## src/rtl/lcd_dma_sched.sv

```systemverilog
// Shares the 8-word LCD register window between the CPU bus and a framebuffer DMA engine.
// Define LCD_DMA_PACK16_EN to enable two RGB565 pixels per memory word (CTRL bit5 PACK16).
module lcd_dma_sched #(
    parameter int MEM_AW = 24,
    parameter int CNT_W  = 18
) (
    input  logic              clk,
    input  logic              nrst,
    input  logic [3:0]        cpu_addr,
    input  logic              cpu_wen,
    input  logic              cpu_ren,
    input  logic [31:0]       cpu_wdata,
    output logic [31:0]       cpu_rdata,
    output logic              cpu_ready,
    output logic [2:0]        l_addr,
    output logic              l_wen,
    output logic              l_ren,
    output logic [31:0]       l_wdata,
    input  logic [31:0]       l_rdata,
    input  logic              l_ready,
    output logic [MEM_AW-1:0] mem_addr,
    output logic              mem_ren,
    input  logic [31:0]       mem_rdata,
    input  logic              mem_ready,
    input  logic              lcd_fmark,
    output logic              irq
);
    typedef enum logic [2:0] {S_IDLE, S_WAITFM, S_CMD, S_FETCH, S_PUSH, S_DONE} state_t;

    state_t            state_q, state_d;
    logic              l_wen_q, l_wen_d, l_ren_q, l_ren_d;
    logic [2:0]        l_addr_q, l_addr_d;
    logic [31:0]       l_wdata_q, l_wdata_d;
    logic              own_cpu_q, own_cpu_d, last_cpu_q, last_cpu_d;
    logic              mem_ren_q, mem_ren_d;
    logic [MEM_AW-1:0] mem_addr_q, mem_addr_d, base_q, base_d, index_q, index_d;
    logic [CNT_W-1:0]  count_q, count_d, remain_q, remain_d;
    logic [17:0]       cmd_q, cmd_d;
    logic [31:0]       word_q, word_d;
    logic              fmsync_q, fmsync_d, irqen_q, irqen_d, irq_pend_q, irq_pend_d;
    logic              abort_q, abort_d;
    logic [2:0]        fm_sync_q, fm_sync_d;
    logic              pack16_bit;
    logic [17:0]       pix;

    logic dn_busy, dma_busy, dma_done, dma_req, cpu_lcd_req, grant_cpu, grant_dma;
    logic reg_hit, reg_we, ctrl_we, start_wr, abort_wr, fm_pulse, busy;
    logic [31:0] reg_rdata;

`ifdef LCD_DMA_PACK16_EN
    logic        pack16_q, pack16_d, half_q, half_d;
    logic [15:0] p16;
    assign p16        = half_q ? word_q[31:16] : word_q[15:0];
    assign pix        = pack16_q ? {p16[15:11], p16[15], p16[10:5], p16[4:0], p16[4]} : word_q[17:0];
    assign pack16_bit = pack16_q;
`else
    logic unused_word;
    assign unused_word = ^word_q[31:18];
    assign pix         = word_q[17:0];
    assign pack16_bit  = 1'b0;
`endif

    assign busy        = (state_q != S_IDLE);
    assign dn_busy     = l_wen_q | l_ren_q;
    assign dma_busy    = dn_busy & ~own_cpu_q;
    assign dma_done    = dma_busy & l_ready;
    assign dma_req     = ((state_q == S_CMD) || (state_q == S_PUSH)) && !abort_q;
    assign cpu_lcd_req = (cpu_wen | cpu_ren) & ~cpu_addr[3];
    // After a CPU grant the DMA wins the next contested slot, so neither side starves.
    assign grant_cpu   = !dn_busy && cpu_lcd_req && (!dma_req || !last_cpu_q);
    assign grant_dma   = !dn_busy && dma_req && !grant_cpu;
    assign reg_hit     = (cpu_addr[3:2] == 2'b10);
    assign reg_we      = cpu_wen & reg_hit;
    assign ctrl_we     = reg_we && (cpu_addr[1:0] == 2'd0);
    assign start_wr    = ctrl_we & cpu_wdata[0];
    assign abort_wr    = ctrl_we & cpu_wdata[2];
    assign fm_pulse    = fm_sync_q[1] & ~fm_sync_q[2];

    always_comb begin
        reg_rdata = '0;
        if (reg_hit) begin
            case (cpu_addr[1:0])
                2'd0:    reg_rdata = {26'b0, pack16_bit, irqen_q, irq_pend_q, fmsync_q, busy, 1'b0};
                2'd1:    reg_rdata[MEM_AW-1:0] = base_q;
                2'd2:    reg_rdata[CNT_W-1:0] = count_q;
                default: reg_rdata[17:0] = cmd_q;
            endcase
        end
    end

    assign cpu_rdata = cpu_addr[3] ? reg_rdata : l_rdata;
    assign cpu_ready = cpu_addr[3] ? (cpu_wen | cpu_ren) : (own_cpu_q & dn_busy & l_ready);

    always_comb begin
        state_d    = state_q;
        l_wen_d    = l_wen_q;
        l_ren_d    = l_ren_q;
        l_addr_d   = l_addr_q;
        l_wdata_d  = l_wdata_q;
        own_cpu_d  = own_cpu_q;
        last_cpu_d = last_cpu_q;
        mem_ren_d  = mem_ren_q;
        mem_addr_d = mem_addr_q;
        base_d     = base_q;
        index_d    = index_q;
        count_d    = count_q;
        remain_d   = remain_q;
        cmd_d      = cmd_q;
        word_d     = word_q;
        fmsync_d   = fmsync_q;
        irqen_d    = irqen_q;
        irq_pend_d = irq_pend_q;
        abort_d    = abort_q;
        fm_sync_d  = {fm_sync_q[1:0], lcd_fmark};
`ifdef LCD_DMA_PACK16_EN
        pack16_d   = pack16_q;
        half_d     = half_q;
`endif
        if (reg_we) begin
            case (cpu_addr[1:0])
                2'd0: begin
                    fmsync_d = cpu_wdata[1];
                    irqen_d  = cpu_wdata[4];
`ifdef LCD_DMA_PACK16_EN
                    pack16_d = cpu_wdata[5];
`endif
                    if (cpu_wdata[3]) irq_pend_d = 1'b0;
                end
                2'd1:    base_d  = cpu_wdata[MEM_AW-1:0];
                2'd2:    count_d = cpu_wdata[CNT_W-1:0];
                default: cmd_d   = cpu_wdata[17:0];
            endcase
        end

        if (dn_busy && l_ready) begin
            l_wen_d = 1'b0;
            l_ren_d = 1'b0;
        end else if (grant_cpu) begin
            l_wen_d    = cpu_wen;
            l_ren_d    = cpu_ren;
            l_addr_d   = cpu_addr[2:0];
            l_wdata_d  = cpu_wdata;
            own_cpu_d  = 1'b1;
            last_cpu_d = 1'b1;
        end else if (grant_dma) begin
            l_wen_d    = 1'b1;
            l_addr_d   = (state_q == S_CMD) ? 3'd0 : 3'd1;
            l_wdata_d  = (state_q == S_CMD) ? {14'b0, cmd_q} : {14'b0, pix};
            own_cpu_d  = 1'b0;
            last_cpu_d = 1'b0;
        end

        case (state_q)
            S_IDLE: if (start_wr) begin
                remain_d = count_q;
                index_d  = '0;
`ifdef LCD_DMA_PACK16_EN
                half_d   = 1'b0;
`endif
                state_d  = cpu_wdata[1] ? S_WAITFM : S_CMD;
            end
            S_WAITFM: begin
                if (abort_q)       state_d = S_IDLE;
                else if (fm_pulse) state_d = S_CMD;
            end
            S_CMD: begin
                if (dma_done) begin
                    if (abort_q) state_d = S_IDLE;
                    else if (remain_q != '0) begin
                        state_d    = S_FETCH;
                        mem_ren_d  = 1'b1;
                        mem_addr_d = base_q + index_q;
                    end else state_d = S_DONE;
                end else if (abort_q && !dma_busy) state_d = S_IDLE;
            end
            S_FETCH: if (mem_ren_q && mem_ready) begin
                mem_ren_d = 1'b0;
                word_d    = mem_rdata;
                state_d   = abort_q ? S_IDLE : S_PUSH;
            end
            S_PUSH: begin
                if (dma_done) begin
                    remain_d = remain_q - CNT_W'(1);
                    if (abort_q) state_d = S_IDLE;
`ifdef LCD_DMA_PACK16_EN
                    else if (pack16_q && !half_q && remain_d != '0) half_d = 1'b1;
`endif
                    else begin
`ifdef LCD_DMA_PACK16_EN
                        half_d  = 1'b0;
`endif
                        index_d = index_q + MEM_AW'(1);
                        if (remain_d != '0) begin
                            state_d    = S_FETCH;
                            mem_ren_d  = 1'b1;
                            mem_addr_d = base_q + index_d;
                        end else state_d = S_DONE;
                    end
                end else if (abort_q && !dma_busy) state_d = S_IDLE;
            end
            default: begin
                irq_pend_d = 1'b1;
                state_d    = S_IDLE;
            end
        endcase

        // Abort is only meaningful while running and is forgotten once the engine parks.
        if (abort_wr && state_q != S_IDLE) abort_d = 1'b1;
        if (state_d == S_IDLE)             abort_d = 1'b0;
    end

    always_ff @(posedge clk or negedge nrst) begin
        if (!nrst) begin
            state_q    <= S_IDLE;
            l_wen_q    <= 1'b0;
            l_ren_q    <= 1'b0;
            l_addr_q   <= '0;
            l_wdata_q  <= '0;
            own_cpu_q  <= 1'b0;
            last_cpu_q <= 1'b0;
            mem_ren_q  <= 1'b0;
            mem_addr_q <= '0;
            base_q     <= '0;
            index_q    <= '0;
            count_q    <= '0;
            remain_q   <= '0;
            cmd_q      <= 18'h2C;
            word_q     <= '0;
            fmsync_q   <= 1'b0;
            irqen_q    <= 1'b0;
            irq_pend_q <= 1'b0;
            abort_q    <= 1'b0;
            fm_sync_q  <= '0;
`ifdef LCD_DMA_PACK16_EN
            pack16_q   <= 1'b0;
            half_q     <= 1'b0;
`endif
        end else begin
            state_q    <= state_d;
            l_wen_q    <= l_wen_d;
            l_ren_q    <= l_ren_d;
            l_addr_q   <= l_addr_d;
            l_wdata_q  <= l_wdata_d;
            own_cpu_q  <= own_cpu_d;
            last_cpu_q <= last_cpu_d;
            mem_ren_q  <= mem_ren_d;
            mem_addr_q <= mem_addr_d;
            base_q     <= base_d;
            index_q    <= index_d;
            count_q    <= count_d;
            remain_q   <= remain_d;
            cmd_q      <= cmd_d;
            word_q     <= word_d;
            fmsync_q   <= fmsync_d;
            irqen_q    <= irqen_d;
            irq_pend_q <= irq_pend_d;
            abort_q    <= abort_d;
            fm_sync_q  <= fm_sync_d;
`ifdef LCD_DMA_PACK16_EN
            pack16_q   <= pack16_d;
            half_q     <= half_d;
`endif
        end
    end

    assign l_wen    = l_wen_q;
    assign l_ren    = l_ren_q;
    assign l_addr   = l_addr_q;
    assign l_wdata  = l_wdata_q;
    assign mem_ren  = mem_ren_q;
    assign mem_addr = mem_addr_q;
    assign irq      = irq_pend_q & irqen_q;
endmodule
```

## config.mk

```make
export PLATFORM = sky130hd
export DESIGN_NAME = lcd_dma_sched
export DESIGN_NICKNAME = d
export VERILOG_FILES = /design/src/rtl/lcd_dma_sched.sv
export SDC_FILE = /design/constraint.sdc
export NUM_CORES = 1
export LEC_CHECK = 0
export ABC_AREA = 1
export CORE_UTILIZATION = 53
export DETAILED_ROUTE_END_ITERATION = 7
export GPL_TIMING_DRIVEN = 0
export PLACE_DENSITY = 0.81
export SETUP_SLACK_MARGIN = 0.4
export SLEW_MARGIN = 20
export SYNTH_ARGS = -nofsm -noshare
export SYNTH_HDL_FRONTEND = slang
export SYNTH_SLANG_ARGS = --single-unit
```

## constraint.sdc

```tcl
create_clock -name clk -period 3.7 [get_ports clk]
set_input_delay 0.37 -clock clk [delete_from_list [all_inputs] [get_ports clk]]
set_output_delay 0.37 -clock clk [all_outputs]
set_load 0.05 [all_outputs]
```

-- Word-level counts from Yosys, hierarchy flattened
Cells that the tools add are included.
- add/sub/neg operators: 4
- equality and inequality tests: 18
- muxes and demuxes: 60
- bitwise logic cells: 17
- reduce and logical (&&, ||, !) cells: 44
- operators with widths (operator ; count):
    $mux 24 ; 10
    $mux 32 ; 3
    $pmux 24 s2 ; 2
    $mux 18 ; 3
    $pmux 18 s3 ; 1
    $add 24x24->24 ; 2
    $mux 3 ; 14
    $pmux 18 s2 ; 1
    $reduce_bool 18->1 ; 2
    $add 24x1->24 const B ; 1
    $mux 1 ; 22
    $sub 18x1->18 const B ; 1
    $pmux 3 s5 ; 1
    $ne 2x2->1 const B ; 6
    $reduce_and 2->1 ; 6
    $and 1x1->1 ; 10
    $logic_and 1x1->1 ; 10
    $ne 2x1->1 const B ; 5
    $reduce_bool 2->1 ; 5
    $reduce_bool 3->1 ; 3
    $reduce_and 8->1 ; 1
    $reduce_and 7->1 ; 1
    $eq 3x2->1 const B ; 2
    $logic_not 1->1 ; 6
    16 further kinds ; 25
- bits in registers: 193
- bits of input ports: 107

-- Logic depth before layout (Yosys ltp)
- depth after elaboration: 11
- depth in mapped cells: 24

-- Least setup slack after synthesis
Ideal clock, no wire load.
- path type: register to register
- start point: register index_q[2]
- end point: register mem_addr_q[22] (netlist: mem_addr[22])
- arrival: 3.103 ns
- setup slack: 0.474 ns
- stages on the path, launching flop included: 23
- period minus slack after synthesis: 3.226 ns
- path through: dfrtp_1 > inv_2 > nor3_2 > nand2_1 > nor2_2 > nand2_1 > nor2_2 > nand4_1 > nor2_1 > nand2_1 > nor2_1 > nand2_1 > nand3_1 > o21ai_0 > ha_1 > nand2_1 > nor4_1 > o21ai_0 > nand3_1 > nand3_1 > nand2_1 > xor2_1 > o21ai_1
- longest elaborated chain between the ends: 6
- ends and longest elaborated chain (what ; line ; RTL):
    from (decl) ; 36 ; logic [MEM_AW-1:0] mem_addr_q, mem_addr_d, base_q, base_d, index_q, index_d;
    from (signal assigned) ; 249 ; index_q <= index_d;
    $add 24x1->24 ; 192 ; index_d = index_q + MEM_AW'(1);
    $add 24x24->24 ; 196 ; mem_addr_d = base_q + index_d;
    $mux 24 ; 193 ; if (remain_d != '0) begin
    $mux 24 ; 184 ; if (abort_q) state_d = S_IDLE;
    $mux 24 ; 182 ; if (dma_done) begin
    $pmux 24 s2 * ; 153 ; case (state_q)
    to (signal assigned) ; 247 ; mem_addr_q <= mem_addr_d;
    to (decl) ; 36 ;
Every way passes the cells marked *; elsewhere a longest branch is shown, timed or not. The select of a mux whose other input is x is not followed.
A chain may end at the register's enable or synchronous reset.

-- Worst setup path after layout
- start point: register index_q[1]
- end point: register mem_addr_q[22] (netlist: mem_addr[22])
The elaborated chain is that of the path after synthesis.

==> flow_results.org <==
** Run status
- The run finished, with violations left.
- Failing checks :: setup timing

** STA
- Slew of the pin with the lowest slew margin :: 611 ps
- RSZ-0062 raised after global routing :: yes
- Once routing completed, OpenROAD measured the worst setup slack at -12.0 ps.
- Hold timing on the final database bottoms out at a slack of 356 ps.
- Summed over all failing endpoints, the final setup total negative slack is -12.0 ps.
- Between clock sinks in the finished design, the worst skew comes to 13.4 ps.
- Max-Slew Margin vs Limit :: around three fifths
- Final Cycle Share :: 100%
- The number of failing hold endpoints at the final stage is 0.
- Setup-failing EPs final :: 1
- Final critical-path required period :: around 3700 ps
- The number of max-slew violations in the final report was 0.
- Timing would allow up to 269 MHz.

** Clock tree
- TritonCTS built the clock tree.
- Clock-pin slew of the registers on the worst-case setup and hold paths :: around 70 ps
- CTS buffer count :: 17
- The clock reaches the later pin of the worst-skew pair after 440 ps.
- Buffers from clock root to sink, at most :: 2
- In this run the number of H-tree levels came out at 4.
- Clock root buffer master :: sky130_fd_sc_hd__clkbuf_16
- The tree built by TritonCTS fans out to a little under 200 sinks.

** Pwr
- Leakage :: approximately 6.7 nW
- In this run the power density over the cells is about 670 mW/mm2.
- Highest ir drop seen on vdd :: 526 uV

** Floorplanning
- IO Pins :: 203
- The floorplan step set the die width to about 150 um.
- Die boundary height :: 145 um
- Initial standard-cell utilization of the core :: 53.9%
- In this run the standard cell core region covers between 0.02 and 0.025 mm2.
- The floorplan has 52 rows.
- The die covers 0.0212 mm2.

** GRT
- Vias in the first global route :: ~11000
- The first global-routing pass estimated 58.2 mm of wire.
- Gr ovfl total :: 0
- Global routing used a little over a third of the available tracks across all layers.
- Entering global routing, the biggest net connects 81 pins.
- Antenna violations before repair :: 0

** Routing
- Number of nets with antenna violations after routing :: 0
- Total Routed Length :: 38.2 mm
- Final routed wire length divided by cell count :: between 15 and 20 um
- Remaining DRCs :: 0
- Routed via count :: 11595
- Dividing the detail-routed via count by the number of cells gives roughly 5.8.
- Before antenna repair, the detailed router went through 5 iterations.
- DRC marker count from the first detailed-route iteration :: about 1000

** Synthesis
- After synthesis, flip-flops and latches occupy 44.3% of the total area.
- When the netlist entered floorplanning its net count stood at 1592.
- The top cell type by area accounts for 43.6% of the synthesized area.
- Area contributors post-synth :: sky130_fd_sc_hd__dfrtp_1 (44%), sky130_fd_sc_hd__nand2_1 (14%), sky130_fd_sc_hd__o21ai_0 (8.8%)
- FFs w/ async S/R, synth :: 100%
- The average instance in the mapped netlist occupies ~7.5 um2.
- In the synthesized netlist, the number of instances is ~1500.
- In this run, synthesis inferred 0 flip-flops with an integrated enable.
- Synthesis inferred between 150 and 200 register bits.
- The most used flip-flop cell after synthesis is sky130_fd_sc_hd__dfrtp_1.
- After synthesis the cells add up to 0.0109 mm2.
- The biggest area contributor in the post-synthesis netlist is sky130_fd_sc_hd__dfrtp_1.
- Number of distinct standard cells referenced by the synthesized netlist :: 48
- For this run, the number of Yosys warnings is 0.

** Setup path
- For the worst setup path, the data arrival time is about 4000 ps.
- Maximum fanout along the worst path :: 6
- The worst setup path is captured at a flip-flop.
- Critical path data required time :: 4020 ps
- Counting cells, the worst reg-to-reg path comes to 23.
- Launch point of the critical path :: index_q[1]
- STA classifies the critical path startpoint as a flip-flop.
- The startpoint identified for the worst register-to-register timing path is index_q[1].
- Crit Path Class :: reg -> reg

** Flow run
- Max-cap violations :: 0

** Finish
- The filler cells instantiated in the layout total 1583.
- Number of antenna diodes :: 0
- Fraction of layout instances using a drive strength above 1 :: 14.1%
- The final layout contains 1849 nets.
- The library cell used most frequently in the layout, excluding fill and tap cells, is sky130_fd_sc_hd__nand2_1.
- Area growth syn-to-layout :: 36.3%
- Top library cells by usage in the layout, fill and taps aside :: sky130_fd_sc_hd__nand2_1 (383), sky130_fd_sc_hd__dfrtp_1 (190), sky130_fd_sc_hd__clkdlybuf4s50_1 (170), sky130_fd_sc_hd__o21ai_0 (165), sky130_fd_sc_hd__inv_1 (149)

** Hold path
- Cell depth of the worst hold path :: 0
- The startpoint identified for the worst hold timing path is fm_sync_q[0].
- Path type of the worst min-delay path :: reg -> reg

** Place
- Post-Place Worst Slack :: -346 ps
- Routability-driven placement finished with a final weighted congestion of approximately 0.91.
- The HPWL after detailed placement is 27.4 mm.
- # port buffers :: approximately 190
registers in the layout, summed over array words and instances, names as in the netlist, 3 cells and up:
| register | flops |
|---|---|
| fm_sync_q | 3 |
| count_q | 18 |
| remain_q | 18 |
| word_q | 18 |
| index_q | 24 |
| state_q | 3 |
| l_wdata | 32 |
| mem_addr | 24 |
| cmd_q | 18 |
| l_addr | 3 |
| base_q | 24 |
per-stage QoR:
step / total power, mW / std cells / util, % / area [um2]
floorplan: 6.11 / 1457 / - / 10900
global placement: 7.60 / 1915 / 64.9 / 13100
detailed placement: 7.69 / 1917 / 65.2 / 13200
CTS: 9.68 / 1976 / 70.6 / 14300
global route: 10.4 / 1997 / 73.5 / 14900
finish: 9.93 / 1997 / 73.5 / 14900
path summary, 6_finish.rpt:
path                                     end  slack [ps]
worst min-delay path            fm_sync_q[1]         360
worst min register to register  fm_sync_q[1]         360
max in group asynchronous           cmd_q[3]        2230
worst max register to register  mem_addr[22]         -10
worst max-delay path            mem_addr[22]         -10
min in group asynchronous        index_q[15]         380
cell families after synthesis:
logic type	synth area share (%)
simple gates	22.8
fa+ha+maj	3.28
buf+inv	7.84
xor+xnor	1.93
mux	0.103
flops	44.3
compound gates	19.7
routing by layer:
| layer | GRT usage [%] | vias up | share of wire, % |
|---|---|---|---|
| li1 | - | 5349 | - |
| met1 | 45.5 | 5540 | 39 |
| met2 | 59.0 | 593 | 49 |
| met3 | 5.49 | 113 | 7.3 |
| met4 | 14.6 | 0 | 4.6 |
| met5 | 0 | - | 0 |
synth_stat cells, types with 2 or more instances:
cell type / count
sky130_fd_sc_hd__nand2_1: 405
sky130_fd_sc_hd__o21ai_0: 192
sky130_fd_sc_hd__dfrtp_1: 190
sky130_fd_sc_hd__inv_1: 151
sky130_fd_sc_hd__nor2_1: 120
sky130_fd_sc_hd__a21oi_1: 72
sky130_fd_sc_hd__nand3_1: 47
sky130_fd_sc_hd__clkbuf_1: 35
sky130_fd_sc_hd__ha_1: 27
sky130_fd_sc_hd__o211ai_1: 25
sky130_fd_sc_hd__a31oi_1: 21
sky130_fd_sc_hd__o22ai_1: 18
sky130_fd_sc_hd__a22o_1: 16
sky130_fd_sc_hd__inv_2: 13
sky130_fd_sc_hd__o21ai_1: 13
sky130_fd_sc_hd__xnor2_1: 13
sky130_fd_sc_hd__nand4_1: 12
sky130_fd_sc_hd__buf_2: 11
sky130_fd_sc_hd__xor2_1: 11
sky130_fd_sc_hd__nor3_1: 7
sky130_fd_sc_hd__nor2_2: 6
sky130_fd_sc_hd__nor4_1: 6
sky130_fd_sc_hd__a21o_1: 3
sky130_fd_sc_hd__a221oi_1: 3
sky130_fd_sc_hd__buf_4: 3
sky130_fd_sc_hd__clkinv_1: 3
sky130_fd_sc_hd__dfstp_2: 3
sky130_fd_sc_hd__nand3b_1: 3
sky130_fd_sc_hd__o21bai_1: 3
sky130_fd_sc_hd__o221ai_1: 3
sky130_fd_sc_hd__a211oi_1: 2
sky130_fd_sc_hd__buf_1: 2
sky130_fd_sc_hd__nor3_2: 2
sky130_fd_sc_hd__o31ai_1: 2
what timing repair did:
| action | CTS | global route |
|---|---|---|
| pin swaps | 31 | 55 |
| gates resized for setup | 99 | 125 |
| buffers inserted | 26 | 21 |
| endpoints found under the hold margin | 37 | 0 |
| hold buffers | 1 | 0 |
| endpoints found under the setup margin | 33 | 24 |
cell type report:
class,count,area (um2),share of cell area [%]
sequential,193,4830,32.5
buffer,52,259,1.74
clock inverter,11,129,0.867
clock buffer,21,460,3.10
tap,270,338,2.27
multi-input combinational,1045,5880,39.6
timing repair buffer,238,2330,15.7
inverter,167,634,4.27
critical path, stage by stage, from the launching register on:
cell	delay [ps]
sky130_fd_sc_hd__dfrtp_1	400
sky130_fd_sc_hd__buf_6	120
sky130_fd_sc_hd__inv_4	30
sky130_fd_sc_hd__nor3_4	210
sky130_fd_sc_hd__nand2_2	90
sky130_fd_sc_hd__nor2_4	130
sky130_fd_sc_hd__nand2_4	70
sky130_fd_sc_hd__nor2_4	90
sky130_fd_sc_hd__nand4_1	150
sky130_fd_sc_hd__nor2_2	220
sky130_fd_sc_hd__buf_4	140
sky130_fd_sc_hd__buf_4	90
sky130_fd_sc_hd__nand3_1	80
sky130_fd_sc_hd__nand3_2	120
sky130_fd_sc_hd__o21ai_4	80
sky130_fd_sc_hd__ha_4	330
sky130_fd_sc_hd__nand2_4	90
sky130_fd_sc_hd__nor4_4	360
sky130_fd_sc_hd__nand4_1	160
sky130_fd_sc_hd__nand3_2	140
sky130_fd_sc_hd__nand3_2	100
sky130_fd_sc_hd__nand2_2	110
sky130_fd_sc_hd__xor2_2	200
sky130_fd_sc_hd__o21ai_2	80
report_power, final:
part	internal [mW]	switching [mW]	leakage, nW
Sequential	2.76	0.471	2.40
Combinational	1.61	3.19	4.05
Clock	1.04	0.868	0.284
Total	5.40	4.53	6.74
Note: power is estimated with default switching activity, not from simulation.
